$ cat config.mk
export PLATFORM = sky130hd
export DESIGN_NAME = countdown_timer
export DESIGN_NICKNAME = d
export VERILOG_FILES = /design/src/rtl/countdown_timer_pkg.sv /design/src/rtl/down_counter_load.sv /design/src/rtl/countdown_timer.sv
export SDC_FILE = /design/constraint.sdc
export NUM_CORES = 1
export LEC_CHECK = 0
export CORE_AREA = 2 2 41 43
export DETAILED_ROUTE_END_ITERATION = 10
export DIE_AREA = 0 0 43 45
export GPL_TIMING_DRIVEN = 0
export HOLD_SLACK_MARGIN = 0.05
export PLACE_DENSITY = 0.89
export SYNTH_ARGS = -nofsm -noshare
export SYNTH_HDL_FRONTEND = slang
export SYNTH_SLANG_ARGS = --single-unit
$ cat constraint.sdc
create_clock -name clk -period 2.34 [get_ports clk]
set_input_delay 0.468 -clock clk [delete_from_list [all_inputs] [get_ports clk]]
set_output_delay 0.468 -clock clk [all_outputs]
set_load 0.02 [all_outputs]
$ cat src/rtl/countdown_timer_pkg.sv
// +----------------------------------------------------------------------------+
// | countdown_timer_pkg : shared state encoding and default width for the      |
// |                       countdown timer                                      |
// | Rev 1.0                                                                    |
// +----------------------------------------------------------------------------+
`default_nettype none

package countdown_timer_pkg;
  localparam int C_DEFAULT_N = 5;

  typedef enum logic [1:0] {
    IDLE = 2'd0,
    RUN  = 2'd1,
    DONE = 2'd2
  } state_t;
endpackage

`default_nettype wire

$ cat src/rtl/down_counter_load.sv
// +----------------------------------------------------------------------------+
// | down_counter_load : loadable down counter that saturates at zero           |
// | Rev 1.0                                                                    |
// +----------------------------------------------------------------------------+
`default_nettype none

module down_counter_load #(
  parameter int N = 5
) (
  input  logic         clk,
  input  logic         reset,
  input  logic         enable,
  input  logic         load,
  input  logic [N-1:0] value,
  output logic [N-1:0] count
);

  logic [N-1:0] r_count;

  always_ff @(posedge clk) begin
    if (reset) begin
      r_count <= '0;
    end else if (load) begin
      r_count <= value;
    end else if (enable && (r_count != '0)) begin
      r_count <= r_count - N'(1);
    end
  end

  assign count = r_count;

endmodule

`default_nettype wire

$ cat src/rtl/countdown_timer.sv
// +----------------------------------------------------------------------------+
// | countdown_timer : one-shot / periodic countdown timer with reload register |
// | Rev 1.0                                                                    |
// +----------------------------------------------------------------------------+
`default_nettype none

module countdown_timer
  import countdown_timer_pkg::*;
#(
  parameter int N = C_DEFAULT_N
) (
  input  logic         clk,
  input  logic         reset,
  input  logic         enable,
  input  logic         load,
  input  logic [N-1:0] load_value,
  input  logic         start,
  input  logic         auto_reload,
  output logic [N-1:0] counter,
  output logic         busy,
  output logic         expired
);

  localparam logic [N-1:0] C_ONE = N'(1);

  state_t       r_state;
  state_t       w_next_state;
  logic [N-1:0] r_reload;
  logic         r_busy;
  logic         r_expired;
  logic         w_expired_nxt;
  logic         w_cnt_load;
  logic         w_cnt_en;
  logic [N-1:0] w_cnt_value;
  logic [N-1:0] w_count;

  always_ff @(posedge clk) begin
    if (reset) begin
      r_state   <= IDLE;
      r_reload  <= '0;
      r_busy    <= 1'b0;
      r_expired <= 1'b0;
    end else begin
      r_state   <= w_next_state;
      r_busy    <= (w_next_state == RUN);
      r_expired <= w_expired_nxt;
      if (load) begin
        r_reload <= load_value;
      end
    end
  end

  // The counter is driven only through load/enable; the terminal count either
  // decrements to zero (one-shot) or reloads from r_reload (periodic).
  always_comb begin
    w_next_state  = r_state;
    w_expired_nxt = 1'b0;
    w_cnt_load    = 1'b0;
    w_cnt_en      = 1'b0;
    w_cnt_value   = r_reload;

    if (load) begin
      w_next_state = IDLE;
      w_cnt_load   = 1'b1;
      w_cnt_value  = load_value;
    end else begin
      case (r_state)
        IDLE, DONE: begin
          if (start) begin
            w_cnt_load = 1'b1;
            if (r_reload == '0) begin
              w_next_state  = DONE;
              w_expired_nxt = 1'b1;
            end else begin
              w_next_state = RUN;
            end
          end
        end
        RUN: begin
          if (enable) begin
            if (w_count == C_ONE) begin
              w_expired_nxt = 1'b1;
              if (auto_reload) begin
                w_cnt_load = 1'b1;
              end else begin
                w_cnt_en     = 1'b1;
                w_next_state = DONE;
              end
            end else begin
              w_cnt_en = 1'b1;
            end
          end
        end
        default: w_next_state = IDLE;
      endcase
    end
  end

  down_counter_load #(
    .N(N)
  ) u_down_counter_load (
    .clk    (clk),
    .reset  (reset),
    .enable (w_cnt_en),
    .load   (w_cnt_load),
    .value  (w_cnt_value),
    .count  (w_count)
  );

  assign counter = w_count;
  assign busy    = r_busy;
  assign expired = r_expired;

endmodule

`default_nettype wire

==> out/metrics.yaml, run 1 <==
outcome: "finished clean"
r2r_end: "u_down_counter_load.count[1]"
via_count_of_the_first_global_routing_pass: 630
effective_utilization_at_floorplan: 0.488
drt_first_iter_violations: 19
drtPass1Iterations: 4
totalNegativeSetupSlack_ns: 0
routed_wire_length_per_instance_um: 14.5
worstPathMaxFanout: 6
drt-vias-per-instance: 5.96
row_count: 14
final.period_utilization: 0.837
whs_endpoint: "r_state[1]"
synthArstFlopShare: 0
dieHeight_um: 45
crit_type: "input port to flop"
syn-num-nets: 90
gpl.final_weighted_congestion: 0.763
regToRegStartpoint: "u_down_counter_load.count[0]"
met3_wire_len_um: 56
post_synth_num_cell_types: 29
cts_buffer_depth: 2
report.power.total_uw: 522
power.leakage_nw: 0.345
synth_enable_flop_cells: 0
slew_headroom: 0.659
netlist.top_cell.by_area: "sky130_fd_sc_hd__dfxtp_1"
wl_met2_um: 810
layout-drive-gt1-share: 0.0938
port_buffers: 17
synth-seq-area-share: 0.390
sequentialPowerShare: 0.516
route.layer.met1.wl_um: 713
wire_length_of_the_first_global_routing_pass_um: 2630
cp-end-kind: "flop"
nNetsFinal: 112
rsz_0062_raised_after_global_routing: "false"
clk_latency_ns: 0.28
maxSlewViolCount: 0
ys_warn_count: 0
vias: 668
cts-hold-fix-buffers: 0
grt_antenna_before_repair: 0
period_minus_slack_ns: 1.96
post_cts.repair.setup_buffers: 0
synth.ff_latch_count: 14
max_fclk_mhz: 511
worst_hold_path_type: "flop to flop"
gr-total-overflow: 0
antenna_cells_inserted: 0
switching_power_uw: 151
core_area_mm2: 0.00147
max_slew.worst_pin.slew_ns: 0.505
synth_top_area_share: 0.390
cts_buffers: 3
hpwl_um: 1230
start_kind: "input port"
synth.cell_area_um2: 718
vdd_drop_max_mv: 0.356
synth.avg_cell_area_um2: 9.45
cellInternalPower_uw: 372
max-cap-violations: 0
ctsRootBufferMaster: "sky130_fd_sc_hd__clkbuf_4"
synth_area_leaders: "sky130_fd_sc_hd__dfxtp_1 (39%), sky130_fd_sc_hd__mux2i_1 (9.8%), sky130_fd_sc_hd__ha_1 (5.2%), sky130_fd_sc_hd__nand2_1 (3.7%), sky130_fd_sc_hd__nor2_1 (3.7%)"
htree_num_levels: 1
cellPowerDensity_mw_per_mm2: 561
dr.max_layer_used: "met4"
design.die.area_mm2: 0.00194
power.combinational.fraction: 0.225
r2r_slack_ns: 0.56
holdCritStartpoint: "r_state[0]"
grt_max_degree: 11
final_wirelength_um: 1620
syn_to_final_growth_pct: 29.6
ant_nets: 0
fp.dieW_um: 43
clock-skew-final_ns: 0.00395
crit_required_ns: 2.55
place.detailed.instances: 109
cp_data_arrival_time_ns: 2.17
power.clock.fraction: 0.259
clock_sinks: 14
finalSetupViolations: 0
swShare: 0.288
synthesis.instances: 76
worst_reg_to_reg_path_cell_count: 6
io_pins: 18
synth_top_flop_cell: "sky130_fd_sc_hd__dfxtp_1"
drcViolationCount: 0
hold_path_cell_cnt: 1
finish.cell_count_without_fillers: 112
hold_viol_final: 0
tritoncts_clock_tree: "built"
cts_resized: 0
clkTransAtPathRegs_ns: 0.08
globalRouteTotalUtil: 0.180
Yosys cell counts, types with 2 or more instances:
cell and number:
sky130_fd_sc_hd__dfxtp_1 14, sky130_fd_sc_hd__mux2i_1 7, sky130_fd_sc_hd__nand2_1 7, sky130_fd_sc_hd__nor2_1 7
sky130_fd_sc_hd__a211oi_1 3, sky130_fd_sc_hd__a21oi_1 3, sky130_fd_sc_hd__ha_1 3, sky130_fd_sc_hd__nor3_1 3
sky130_fd_sc_hd__o21ai_0 3, sky130_fd_sc_hd__a221oi_1 2, sky130_fd_sc_hd__buf_2 2, sky130_fd_sc_hd__inv_1 2
sky130_fd_sc_hd__nand3b_1 2, sky130_fd_sc_hd__o41ai_1 2, sky130_fd_sc_hd__or4_1 2
worst max-delay path: stages:
cell and delay [ns]:
sky130_fd_sc_hd__clkdlybuf4s50_1 0.59, sky130_fd_sc_hd__a21oi_1 0.12, sky130_fd_sc_hd__o41ai_1 0.44, sky130_fd_sc_hd__mux2_2 0.40, sky130_fd_sc_hd__o21ai_0 0.14
power by group through the flow:
| stage | clock network (mW) | registers (mW) | logic, mW |
|---|---|---|---|
| 6_report | 0.135 | 0.270 | 0.118 |
| 5_1_grt | 0.144 | 0.272 | 0.127 |
| 3_3_place_gp | 0 | 0.274 | 0.113 |
| 3_5_place_dp | 0 | 0.275 | 0.116 |
| 4_1_cts | 0.130 | 0.269 | 0.117 |
| 2_1_floorplan | 0 | 0.282 | 0.0570 |
sequential cells by signal (all words and copies together) (netlist names):
name / cells
busy: 1
r_state: 2
expired: 1
r_reload: 5
u_down_counter_load.count: 5
through the flow:
| step | worst slack [ns] | hold WS, ns | utilization | instance area (um^2) |
|---|---|---|---|---|
| finish | 0.381 | 0.523 | 0.633 | 931 |
| global route | 0.257 | 0.549 | 0.633 | 931 |
| CTS | 0.382 | 0.519 | 0.633 | 931 |
| floorplan | 0.653 | 0.470 | - | 718 |
| global placement | 0.176 | 0.500 | 0.617 | 908 |
| detailed placement | 0.0997 | 0.512 | 0.617 | 908 |
layout by cell type (no fill, tap or decap), types with 2 or more instances in the layout:
master and instances:
sky130_fd_sc_hd__a211oi_1 3, sky130_fd_sc_hd__a21oi_1 3, sky130_fd_sc_hd__a221oi_1 2, sky130_fd_sc_hd__buf_2 2
sky130_fd_sc_hd__clkbuf_4 3, sky130_fd_sc_hd__clkdlybuf4s50_1 17, sky130_fd_sc_hd__dfxtp_1 14, sky130_fd_sc_hd__ha_1 3
sky130_fd_sc_hd__inv_1 2, sky130_fd_sc_hd__mux2i_1 7, sky130_fd_sc_hd__nand2_1 7, sky130_fd_sc_hd__nand3b_1 2
sky130_fd_sc_hd__nor2_1 7, sky130_fd_sc_hd__nor3_1 3, sky130_fd_sc_hd__o21ai_0 3, sky130_fd_sc_hd__o41ai_1 2
sky130_fd_sc_hd__or4_1 2
cell families after synthesis:
kind of cell,after synthesis,synth area share
AOI/OAI and AO/OA,17,0.174
xor gates and xnor gates,1,0.0122
adders and majority gates,3,0.0523
buffers and inverters,5,0.0296
DFF,14,0.390
muxes,8,0.113
and+or+nand+nor,28,0.228
how the worst max path moves through the flow:
stage	startpoint	to	cells past startpoint
2_1_floorplan	u_down_counter_load.count[0]	u_down_counter_load.count[1]	5
3_5_place_dp	auto_reload	u_down_counter_load.count[1]	5
6_report	auto_reload	u_down_counter_load.count[1]	5
5_1_grt	auto_reload	u_down_counter_load.count[1]	5
3_3_place_gp	auto_reload	u_down_counter_load.count[1]	5
4_1_cts	auto_reload	u_down_counter_load.count[1]	5
cell type report:
class	instances	area [um^2]
inverter	2	7.51
timing repair buffer	17	170
fill	132	541
tap	16	20.0
buffer	3	13.8
clock buffer	3	22.5
sequential	14	280
multi-input combinational	57	417
layer usage:
layer  global-route usage  vias to the layer above
met1                0.212                      314
li1                     -                      326
met4               0.0909                        0
met3               0.0120                        6
met5                    0                        -
met2                0.333                       22
Power figures use the tool's default switching activity.
==> run 2, diff against run 1 <==
Settings changed: CORE_AREA 2 2 41 43 to 2 2 45 47, DIE_AREA 0 0 43 45 to 0 0 47 49, PLACE_DENSITY 0.89 to 0.79.
Clock period 2.34 ns to 1.8 ns, I/O delays scaled along.
==> out/metrics.yaml, run 2 (synthesis results as in run 1) <==
outcome: "finished clean"  # unchanged
finalSetupViolations: 0  # unchanged
worstPathMaxFanout: 6  # unchanged
switching_power_uw: 208  # was 151 uW
regToRegStartpoint: "u_down_counter_load.count[1]"  # was u_down_counter_load.count[0]
clock_sinks: 14  # unchanged
multi_input_comb_area_um2: 434  # was 417 um^2
hpwl_um: 1180  # was 1230 um
clkTransAtPathRegs_ns: 0.09  # was 0.08 ns
vias: 652  # was 668
sequentialPowerShare: 0.476  # was 0.516
power.clock.fraction: 0.316  # was 0.259
dieHeight_um: 49  # was 45 um
holdCritStartpoint: "r_state[0]"  # unchanged
layout.filler_cells: 184  # was 132
slew_headroom: 0.696  # was 0.659
path_cells: "inv_1, ha_1, nor4b_4, a311o_2, a21oi_1, a221oi_1"  # was clkdlybuf4s50_1, a21oi_1, o41ai_1, mux2_2, o21ai_0
cts-hold-fix-buffers: 0  # unchanged
nNetsFinal: 112  # unchanged
final-seq-area_um2: 283  # was 280 um^2
drtPass1Iterations: 5  # was 4
totalNegativeSetupSlack_ns: 0  # unchanged
via_count_of_the_first_global_routing_pass: 640  # was 630
hold_path_cell_cnt: 1  # unchanged
io_pins: 18  # unchanged
final_cell_mix: "sky130_fd_sc_hd__clkdlybuf4s50_1 (15), sky130_fd_sc_hd__dfxtp_1 (12), sky130_fd_sc_hd__nand2_1 (7), sky130_fd_sc_hd__mux2i_1 (7), sky130_fd_sc_hd__nor2_1 (7)"  # was sky130_fd_sc_hd__clkdlybuf4s50_1 (17), sky130_fd_sc_hd__dfxtp_1 (14), sky130_fd_sc_hd__nand2_1 (7), sky130_fd_sc_hd__mux2i_1 (7), sky130_fd_sc_hd__nor2_1 (7)
whs_endpoint: "r_state[1]"  # unchanged
max-cap-violations: 0  # unchanged
swShare: 0.282  # was 0.288
layout-drive-gt1-share: 0.155  # was 0.0938
rsz_0062_raised_after_global_routing: "true"  # was false
core_area_mm2: 0.00184  # was 0.00147 mm^2
design.die.area_mm2: 0.00230  # was 0.00194 mm^2
wire_length_of_the_first_global_routing_pass_um: 2530  # was 2630 um
fp.dieW_um: 47  # was 43 um
cp_slowest_cell: "sky130_fd_sc_hd__dfxtp_1"  # was sky130_fd_sc_hd__clkdlybuf4s50_1
globalRouteTotalUtil: 0.156  # was 0.180
r2r_slack_ns: 0.07  # was 0.56 ns
r2r_end: "u_down_counter_load.count[3]"  # was u_down_counter_load.count[1]
drcViolationCount: 0  # unchanged
period_minus_slack_ns: 1.73
final_wirelength_um: 1590  # was 1620 um
grt_max_degree: 11  # unchanged
max_fclk_mhz: 578
cellPowerDensity_mw_per_mm2: 754  # was 561 mW/mm^2
cts_buffer_depth: 2  # unchanged
grt_antenna_before_repair: 0  # unchanged
startpoint: "u_down_counter_load.count[1]"  # was auto_reload
start_kind: "flop"  # was input port
worst_hold_path_type: "flop to flop"  # unchanged
max_slew.worst_pin.slew_ns: 0.457  # was 0.505 ns
final.period_utilization: 0.961
ant_nets: 0  # unchanged
gr-total-overflow: 0  # unchanged
cp-end-kind: "flop"  # unchanged
port_buffers: 17  # unchanged
cp_data_arrival_time_ns: 1.93  # was 2.17 ns
row_count: 16  # was 14
effective_utilization_at_floorplan: 0.390  # was 0.488
cts_buffers: 3  # unchanged
layout_commonest_cell: "sky130_fd_sc_hd__clkdlybuf4s50_1"  # unchanged
post_cts.repair.setup_buffers: 0  # unchanged
gpl.final_weighted_congestion: 0.736  # was 0.763
report.power.total_uw: 738  # was 522 uW
cellInternalPower_uw: 530  # was 372 uW
drt_first_iter_violations: 14  # was 19
crit_required_ns: 2.00  # was 2.55 ns
clk_latency_ns: 0.29  # was 0.28 ns
power.leakage_nw: 0.377  # was 0.345 nW
hold_viol_final: 0  # unchanged
tritoncts_clock_tree: "built"  # unchanged
maxSlewViolCount: 0  # unchanged
worst_reg_to_reg_path_cell_count: 6  # unchanged
htree_num_levels: 1  # unchanged
vdd_drop_max_mv: 0.523  # was 0.356 mV
clock-skew-final_ns: 0.00640  # was 0.00395 ns
antenna_cells_inserted: 0  # unchanged
critical-path-max-stage-delay_ns: 0.33  # was 0.59 ns
routed_wire_length_per_instance_um: 12.8  # was 14.5 um
drt-vias-per-instance: 5.26  # was 5.96
syn_to_final_growth_pct: 36.4  # was 29.6%
power.combinational.fraction: 0.208  # was 0.225
ctsRootBufferMaster: "sky130_fd_sc_hd__clkbuf_4"  # unchanged
crit_type: "flop to flop"  # was input port to flop
[run 2: how the worst max path moves through the flow]
stage,to
floorplan,u_down_counter_load.count[1]
global placement,u_down_counter_load.count[1]
detailed placement,u_down_counter_load.count[1]
CTS,counter[4]
global route,u_down_counter_load.count[3]
finish,u_down_counter_load.count[3]
[run 2: stage by stage]
stage | utilization | worst slack, ns | hold slack [ns] | instances | cell area, um^2
after floorplan | - | 0.113 | 0.444 | 76 | 718
after global placement | 0.501 | -0.251 | 0.509 | 120 | 922
after detailed placement | 0.501 | -0.270 | 0.512 | 120 | 922
after CTS | 0.520 | 0.0232 | 0.518 | 124 | 958
after global routing | 0.532 | -0.0348 | 0.555 | 124 | 980
final | 0.532 | 0.0710 | 0.514 | 124 | 980
[run 2: repair_timing]
item | in CTS | in global routing
gates cloned | 0 | 0
pin swaps | 0 | 0
setup endpoints to repair | 2 | 3
resized for setup | 2 | 5
[run 2: power by group through the flow]
stage          clock [mW]  combinational, mW  sequential (mW)
3_3_place_gp            0              0.147            0.357
6_report            0.233              0.154            0.351
2_1_floorplan           0             0.0741            0.366
3_5_place_dp            0              0.148            0.358
4_1_cts             0.234              0.148            0.351
5_1_grt             0.246              0.167            0.355
[run 2: layout make-up]
type                       count  area share
buffer                         3      0.0140
inverter                       2     0.00766
sequential                    14       0.289
timing repair buffer          17       0.175
tap                           27      0.0345
clock buffer                   4      0.0370
multi-input combinational     57       0.443
[run 2: worst max-delay path, delay by kind of cell, from the launching register on]
kind	cells	cell delay [ns]
AOI/OAI and AO/OA	3	0.66
adders and majority gates	1	0.21
buffers and inverters	1	0.11
DFF	1	0.33
and+or+nand+nor	1	0.32
[run 2: metal layers]
metal  vias to the layer above  share of wire  GRT usage
met3                         5          0.042     0.0481
li1                        331              -          -
met2                        14           0.52      0.253
met4                         0          0.029     0.0972
met5                         -              0          0
met1                       302           0.41      0.166
